==> config.mk <==
export PLATFORM = sky130hd
export DESIGN_NAME = spi_slave_regfile_flat
export DESIGN_NICKNAME = d
export VERILOG_FILES = /design/src/rtl/spi_slave_regfile_if.sv /design/src/rtl/spi_slave_regfile.sv /design/src/flat_wrapper.sv
export SDC_FILE = /design/constraint.sdc
export NUM_CORES = 2
export LEC_CHECK = 0
export CAP_MARGIN = 10
export CORE_UTILIZATION = 32
export DETAILED_ROUTE_END_ITERATION = 8
export GPL_ROUTABILITY_DRIVEN = 0
export PLACE_DENSITY = 0.52
export SLEW_MARGIN = 20
export SYNTH_ARGS = -nofsm -noshare
export SYNTH_HDL_FRONTEND = slang
export SYNTH_SLANG_ARGS = --single-unit
export TNS_END_PERCENT = 20
==> constraint.sdc <==
create_clock -name pclk_i -period 6.1 [get_ports pclk_i]
set_input_delay 1.22 -clock pclk_i [delete_from_list [all_inputs] [get_ports pclk_i]]
set_output_delay 1.22 -clock pclk_i [all_outputs]
set_load 0.05 [all_outputs]
==> src/rtl/spi_slave_regfile_if.sv <==
// SPI pin bundle between a mode-0 controller (master) and the register-file target (slave).
interface spi_slave_regfile_if;
    logic       sclk_i;
    logic       mosi_i;
    logic [3:0] cs_i;
    logic       miso_o;
    logic       miso_oe_o;

    modport master (
        output sclk_i,
        output mosi_i,
        output cs_i,
        input  miso_o,
        input  miso_oe_o
    );

    modport slave (
        input  sclk_i,
        input  mosi_i,
        input  cs_i,
        output miso_o,
        output miso_oe_o
    );
endinterface

==> src/rtl/spi_slave_regfile.sv <==
// SPI mode-0 target: 16-bit frames (command/address byte + data byte) into a byte register file.
// Optional burst mode (address auto-increment across data bytes) is enabled by SPI_SLV_AUTOINC_EN.
module spi_slave_regfile #(
    parameter int DEPTH  = 128,
    parameter int CS_IDX = 0
) (
    input  logic               pclk_i,
    input  logic               prst_i,
    spi_slave_regfile_if.slave spi,
    output logic               wr_valid_o,
    output logic [6:0]         wr_addr_o,
    output logic [7:0]         wr_data_o,
    output logic               frame_err_o
);

    localparam int AW = (DEPTH > 1) ? $clog2(DEPTH) : 1;

`ifdef SPI_SLV_AUTOINC_EN
    localparam bit AUTOINC = 1'b1;
`else
    localparam bit AUTOINC = 1'b0;
`endif

    typedef enum logic [1:0] {
        IDLE,
        CMD,
        DATA
    } state_t;

    state_t state, state_d;

    logic [1:0]    sclk_sync, mosi_sync, cs_sync;
    logic          sclk_prev, cs_prev, mosi_q;
    logic          sclk_rise, sclk_fall, cs_rise, cs_fall;

    logic [2:0]    bit_cnt;
    logic [6:0]    shift_in;
    logic [6:0]    shift_out;
    logic          is_write;
    logic          byte_seen;
    logic          load_pending;
    logic [AW-1:0] addr;
    logic          miso_q, miso_oe_q;
    logic [7:0]    mem [DEPTH];

    logic [7:0]    in_byte;
    logic          shift_rise, shift_fall, cmd_done, data_done, abort;
    logic          cs_unused;

    assign cs_unused     = ^spi.cs_i;
    assign spi.miso_o    = miso_q;
    assign spi.miso_oe_o = miso_oe_q;

    // Pins are resynchronised, then edges become registered one-cycle strobes (3 cycles pin-to-strobe).
    always_ff @(posedge pclk_i or negedge prst_i) begin
        if (!prst_i) begin
            sclk_sync <= '0;
            mosi_sync <= '0;
            cs_sync   <= '0;
            sclk_prev <= 1'b0;
            cs_prev   <= 1'b0;
            mosi_q    <= 1'b0;
            sclk_rise <= 1'b0;
            sclk_fall <= 1'b0;
            cs_rise   <= 1'b0;
            cs_fall   <= 1'b0;
        end else begin
            sclk_sync <= {sclk_sync[0], spi.sclk_i};
            mosi_sync <= {mosi_sync[0], spi.mosi_i};
            cs_sync   <= {cs_sync[0], spi.cs_i[CS_IDX]};
            sclk_prev <= sclk_sync[1];
            cs_prev   <= cs_sync[1];
            mosi_q    <= mosi_sync[1];
            sclk_rise <= sclk_sync[1] & ~sclk_prev;
            sclk_fall <= ~sclk_sync[1] & sclk_prev;
            cs_rise   <= cs_sync[1] & ~cs_prev;
            cs_fall   <= ~cs_sync[1] & cs_prev;
        end
    end

    always_ff @(posedge pclk_i or negedge prst_i) begin
        if (!prst_i) begin
            state <= IDLE;
        end else begin
            state <= state_d;
        end
    end

    // A deselect always wins, even against an SCLK rise in the same cycle.
    always_comb begin
        state_d = state;
        if (cs_rise) begin
            state_d = IDLE;
        end else begin
            case (state)
                IDLE:    if (cs_fall)   state_d = CMD;
                CMD:     if (cmd_done)  state_d = DATA;
                DATA:    if (data_done) state_d = AUTOINC ? DATA : CMD;
                default: state_d = IDLE;
            endcase
        end
    end

    always_comb begin
        in_byte    = {shift_in, mosi_q};
        shift_rise = sclk_rise && !cs_rise && (state != IDLE);
        shift_fall = sclk_fall && !cs_rise && (state == DATA) && (bit_cnt != 3'd0) && !is_write;
        cmd_done   = shift_rise && (state == CMD)  && (bit_cnt == 3'd7);
        data_done  = shift_rise && (state == DATA) && (bit_cnt == 3'd7);
        abort      = cs_rise && (state != IDLE) &&
                     ((bit_cnt != 3'd0) || ((state == DATA) && !byte_seen));
    end

    // Read data is fetched the cycle after the address is known, so later assignments here win.
    always_ff @(posedge pclk_i or negedge prst_i) begin
        if (!prst_i) begin
            bit_cnt      <= '0;
            shift_in     <= '0;
            shift_out    <= '0;
            is_write     <= 1'b0;
            byte_seen    <= 1'b0;
            load_pending <= 1'b0;
            addr         <= '0;
            miso_q       <= 1'b0;
            miso_oe_q    <= 1'b0;
            wr_valid_o   <= 1'b0;
            wr_addr_o    <= '0;
            wr_data_o    <= '0;
            frame_err_o  <= 1'b0;
            for (int i = 0; i < DEPTH; i++) begin
                mem[i] <= '0;
            end
        end else begin
            wr_valid_o  <= 1'b0;
            frame_err_o <= 1'b0;
            if (cs_rise) begin
                miso_oe_q    <= 1'b0;
                miso_q       <= 1'b0;
                bit_cnt      <= '0;
                load_pending <= 1'b0;
                frame_err_o  <= abort;
            end else begin
                if ((state == IDLE) && cs_fall) begin
                    bit_cnt   <= '0;
                    miso_oe_q <= 1'b1;
                    miso_q    <= 1'b0;
                end
                if (load_pending) begin
                    shift_out    <= mem[addr][6:0];
                    miso_q       <= mem[addr][7];
                    load_pending <= 1'b0;
                end else if (shift_fall) begin
                    shift_out <= {shift_out[5:0], 1'b0};
                    miso_q    <= shift_out[6];
                end
                if (shift_rise) begin
                    shift_in <= in_byte[6:0];
                    bit_cnt  <= bit_cnt + 3'd1;
                end
                if (cmd_done) begin
                    is_write     <= in_byte[7];
                    addr         <= in_byte[AW-1:0];
                    byte_seen    <= 1'b0;
                    load_pending <= !in_byte[7];
                end
                if (data_done) begin
                    byte_seen <= 1'b1;
                    miso_q    <= 1'b0;
                    if (is_write) begin
                        mem[addr]  <= in_byte;
                        wr_valid_o <= 1'b1;
                        wr_addr_o  <= 7'(addr);
                        wr_data_o  <= in_byte;
                    end
                    if (AUTOINC) begin
                        addr         <= addr + AW'(1);
                        load_pending <= !is_write;
                    end
                end
            end
        end
    end

endmodule

==> src/flat_wrapper.sv <==
// flat-port wrapper written by rule: the top's interface ports become plain ports
module spi_slave_regfile_flat 
#(
    parameter int DEPTH  = 128,
    parameter int CS_IDX = 0
)
  (pclk_i, prst_i, wr_valid_o, wr_addr_o, wr_data_o, frame_err_o, spi_sclk_i, spi_mosi_i, spi_cs_i, spi_miso_o, spi_miso_oe_o);
  spi_slave_regfile_if spi_i ();
  input  logic pclk_i;
  input  logic prst_i;
  output logic wr_valid_o;
  output logic [6:0] wr_addr_o;
  output logic [7:0] wr_data_o;
  output logic frame_err_o;
  input wire logic [$bits(spi_i.sclk_i)-1:0] spi_sclk_i;
  input wire logic [$bits(spi_i.mosi_i)-1:0] spi_mosi_i;
  input wire logic [$bits(spi_i.cs_i)-1:0] spi_cs_i;
  output wire logic [$bits(spi_i.miso_o)-1:0] spi_miso_o;
  output wire logic [$bits(spi_i.miso_oe_o)-1:0] spi_miso_oe_o;
  assign spi_i.sclk_i = spi_sclk_i;
  assign spi_i.mosi_i = spi_mosi_i;
  assign spi_i.cs_i = spi_cs_i;
  assign spi_miso_o = spi_i.miso_o;
  assign spi_miso_oe_o = spi_i.miso_oe_o;
  spi_slave_regfile #(.DEPTH(DEPTH), .CS_IDX(CS_IDX)) u_core (.pclk_i(pclk_i), .prst_i(prst_i), .spi(spi_i), .wr_valid_o(wr_valid_o), .wr_addr_o(wr_addr_o), .wr_data_o(wr_data_o), .frame_err_o(frame_err_o));
endmodule
# == Word-level counts from Yosys, hierarchy flattened ==
# Index checks and enable logic that the tools add are counted.
# word_totals
ff_bits,1085
in_bits,8
output_inout_bits,19
elab_cells,236
# classes
n_addsub,1
n_lt_le_gt_ge,2
n_eq_ne,6
mux,31
n_bitwise,10
reduce_logical,34
# op_table
op,count
$bwmux W1024,1
$bmux W8 S7,1
$demux W8 S7,1
$mux W8,3
$logic_and A1 B1 Y1,15
$mux W1,15
$mux W7,2
$mux W3,3
$ne A3 B1 Y1 const B,3
$ge A8 B8 Y1 const B,1
$lt A8 B1 Y1 const B,1
$mux W2,4
$not A7 Y8,1
$reduce_and A2 Y1,4
$reduce_bool A2 Y1,4
$pmux W2 S3,1
$reduce_and A3 Y1,2
$reduce_bool A3 Y1,2
$not A1 Y1,5
$reduce_bool A5 Y1,1
$and A1 B1 Y1,4
$logic_not A1 Y1,4
$add A3 B1 Y3 const B,1
$eq A3 B3 Y1 const B,1
4 further kinds,4

# == Logic depth before layout (Yosys ltp) ==
# logic_depth
word_depth,9
depth_mapped,12
ltp_nobuf,9

# == Least setup slack after synthesis ==
# No wires, ideal clock.
# synth_timing
path_type,register -> register
from,reg u_core.bit_cnt[0]
to,reg u_core.mem[296] (netlist name)
setup_time_ns,0.125
arrival_time_ns,2.400
t_required_ns,5.975
path_slack_ns,3.575
path_stages_with_launch,13
path_buffers,3
synth_period_minus_slack_ns,2.525
cell_sequence,dfrtp_1 > ha_1 > ha_1 > nand2_1 > or2_1 > nor2_1 > and3_1 > buf_4 > buf_8 > nand2_4 > buf_6 > nor2_8 > mux2_2
# synth_between
elab_chain_cells,3
# synth_lines
element,line_no,source
from (decl),spi_slave_regfile.sv:36,logic [2:0] bit_cnt;
from (signal assigned),spi_slave_regfile.sv:158,bit_cnt <= bit_cnt + 3'd1;
$eq A3 B3 Y1,spi_slave_regfile.sv:109,data_done = shift_rise && (state == DATA) && (bit_cnt == 3'd7);
$logic_and A1 B1 Y1,spi_slave_regfile.sv:109,
$reduce_and A3 Y1 (no line),-,
"to (signal, indexed assignment)",spi_slave_regfile.sv:170,mem[addr] <= in_byte;
to (decl),spi_slave_regfile.sv:44,logic [7:0] mem [DEPTH];
# Every way passes these cells.
# A chain may end at the register's enable or synchronous reset.

# == Final worst setup path ==
# layout_timing
from,reg u_core.bit_cnt[0]
to,reg u_core.mem[751] (netlist name)
# The elaborated chain is that of the path after synthesis.

==> results.json <==
{
  "worstSetupStartpoint": "u_core.bit_cnt[0]$_DFFE_PN0P_",
  "vias_per_cell": 5.501,
  "drive_above_1_share": 0.4536,
  "grt_max_degree": 155,
  "cp-start-kind": "flip-flop",
  "yosysTopAreaCell": "dfrtp_1",
  "max_freq_ghz": 0.2419,
  "synthDistinctLibCells": 80,
  "final_common_cell": "mux2_2",
  "post_synth.cell_area_avg_um2": 14.07,
  "cap_violations": 0,
  "cts_inserted_buffers": 118,
  "rsz0062_at_grt": "no",
  "final_cell_mix": "mux2_2 (1,101), dfrtp_1 (1,072), a221oi_1 (136), clkbuf_16 (120), mux2i_1 (108)",
  "clock_sinks": 1085,
  "io_buffers": 23,
  "drc": 0,
  "io_pins": 27,
  "synth_simple_gate_area_share": 0.05662,
  "seq_area_frac_synth": 0.5368,
  "cp-end-kind": "flip-flop",
  "yosys_warnings": 0,
  "drtIter0Drc": 2099,
  "die_area_mm2": 0.1597,
  "synth_fa_ha_area_frac": 0.0007421,
  "grt_usage": 0.1986,
  "synth_nets": 3607,
  "cp.arrival_ps": 4730,
  "synthArstFlopShare": 1.000,
  "dp_slack_ps": 2018,
  "fin_skew_ps": 30.91,
  "start_util": 0.3231,
  "grt_pass1_vias": 32426,
  "dpl.hpwl_um": 96140,
  "grt-ovfl-total": 0,
  "dpl_cell_area_mm2": 0.05316,
  "setup_ws_ps": 1966,
  "r2r_slack_ps": 1970,
  "synth_edf_count": 0,
  "synth_mux_area_frac": 0.3052,
  "cts_hold_buf": 0,
  "area_delta_synth_final_pct": 12.92,
  "syn_inst": 3596,
  "synth-xor-area-share": 0,
  "path_max_fanout": 18,
  "dieWidth_um": 399.6,
  "finalSetupTns_ps": 0,
  "period_minus_slack_ps": 4134,
  "powerDensity_mw_per_mm2": 273.7,
  "clock-root-buffer": "clkbuf_16",
  "finalMaxSlewViolations": 0,
  "worstSetupPathType": "flip-flop to flip-flop",
  "cts_max_level": 3,
  "synth_top_family_by_area": "multiplexers",
  "clockBufferDepth": 3,
  "syn-cell-area_mm2": 0.05058,
  "cp-endpoint": "u_core.mem[751]$_DFFE_PN0P_",
  "synth-seq-cells": 1085,
  "grt_pass1_wl_um": 234500,
  "synth.area.top_cells": "dfrtp_1 (54%), mux2_2 (25%), mux4_2 (3.4%)",
  "r2r-start": "u_core.bit_cnt[0]$_DFFE_PN0P_",
  "leakagePower_uw": 0.02711,
  "hold_viol_final": 0,
  "row_count": 145,
  "first_pass_iters": 7,
  "min_period_over_period": 0.6777,
  "antenna_found_initial": 6,
  "ff2ff_path_depth": 10,
  "hold_class": "flip-flop to flip-flop",
  "cts_resized": 0,
  "wl_per_cell_um": 27.39,
  "core-area_mm2": 0.1566,
  "wl_um": 157000,
  "synth_compound_area_frac": 0.07208,
  "ant_nets": 0,
  "r2r_end": "u_core.mem[751]$_DFFE_PN0P_",
  "tightestPinTransition_ps": 1177,
  "maxSlewHeadroom": 0.2155,
  "final_area_mm2": 0.05712,
  "vias": 31527,
  "required_ps": 6700,
  "path_clk_slew_ps": 60,
  "outcome": "finished, final reports clean",
  "peakVddDrop_uv": 224.7,
  "setup_violations": 0,
  "ys.flop_type": "dfrtp_1",
  "power_uw": 15640,
  "clk_latency_ps": 740,
  "die_h_um": 399.6,
  "synth_top_area_share": 0.5368,
  "cts_tree": "built",
  "cts_setup_buffers": 0,
  "nets": 3582
}
[power by group]
group,total [uW],internal [uW],leakage (uW),switching [uW]
logic,696,89.7,0.0101,606
clock network,7340,4290,0.00195,3060
registers,7600,7230,0.0151,370
[worst max-delay path, cell delays in order, from the launching register on]
cell,delay (ps)
dfrtp_1,390
ha_1,180
ha_1,220
nand2_1,80
or2_1,220
nor2_1,150
and3_2,650
buf_4,420
nand2_4,530
nor2_2,740
mux2_2,400
[metal layers]
layer / GRT usage / vias up / part of all wire
met4: 0.04730 / 0 / 0.023
li1: - / 13417 / -
met1: 0.2847 / 17121 / 0.47
met2: 0.3117 / 789 / 0.46
met5: 0 / - / 0
met3: 0.03242 / 200 / 0.050
[through the flow]
| step | std cells | utilization | hold WS [ps] |
|---|---|---|---|
| floorplan | 3596 | - | 331.2 |
| global placement | 5509 | 0.3395 | 332.1 |
| detailed placement | 5509 | 0.3395 | 334.7 |
| CTS | 5729 | 0.3648 | 348.7 |
| global route | 5729 | 0.3648 | 351.7 |
| finish | 5731 | 0.3648 | 347.6 |
[final cells by class]
type	instances	area [um^2]
diodes	2	5.005
clock buffers	183	3560
clock inverters	37	395.4
fillers	15134	99450
inverters	7	27.53
multi-input cells	2219	22060
flip-flops and latches	1085	27200
well taps	2058	2575
repair buffers	140	1301
[registers in the layout, summed over array words and instances, names as in the netlist, 3 cells and up]
register and flops:
u_core.wr_data_o 8, u_core.bit_cnt 3, u_core.mem 1024, u_core.shift_out 7
u_core.addr 7, u_core.wr_addr_o 7, u_core.shift_in 7
[cell usage after synthesis, types with 5 or more instances]
cell type,number
nand2_2,15
mux4_2,76
a22o_1,14
buf_4,25
and3_1,10
buf_2,76
a222oi_1,6
o2111ai_1,7
nand2_1,83
a22oi_1,48
buf_1,5
a311oi_1,5
o22ai_1,12
a31oi_1,19
nor2_1,88
nor2_8,40
mux2_2,1101
mux2i_1,108
nor2_4,9
a221o_1,11
a211oi_1,13
nand3_2,7
o32ai_1,5
nor4_1,6
nor2b_1,20
o211ai_1,16
nor2_2,63
dfrtp_1,1085
and2_1,5
nand3_4,5
a211o_1,5
nand2b_1,10
clkbuf_1,159
a221oi_1,136
buf_6,17
nand3_1,11
o221ai_1,22
a21oi_1,74
o21ai_0,76
mux2_1,22
nor3_1,8
[cell families (layout without fill, tap and decap cells)]
family / after synthesis / count (layout)
and+or+nand+nor: 411 / 411
other: 0 / 2
DFF: 1085 / 1085
AOI/OAI and AO/OA: 498 / 498
buffers and inverters: 292 / 367
adders and majority gates: 3 / 3
muxes: 1307 / 1307
[how the worst min path moves through the flow]
stage / startpoint / to / cells past startpoint
detailed placement: u_core.mosi_sync[1]$_DFF_PN0_ / u_core.mosi_q$_DFF_PN0_ / 0
CTS: u_core.mosi_sync[1]$_DFF_PN0_ / u_core.mosi_q$_DFF_PN0_ / 0
finish: u_core.mosi_sync[0]$_DFF_PN0_ / u_core.mosi_sync[1]$_DFF_PN0_ / 0
floorplan: u_core.cs_sync[0]$_DFF_PN0_ / u_core.cs_sync[1]$_DFF_PN0_ / 0
global route: u_core.mosi_sync[0]$_DFF_PN0_ / u_core.mosi_sync[1]$_DFF_PN0_ / 0
global placement: u_core.cs_sync[0]$_DFF_PN0_ / u_core.cs_sync[1]$_DFF_PN0_ / 0
Note: power is estimated with default switching activity, not from simulation.
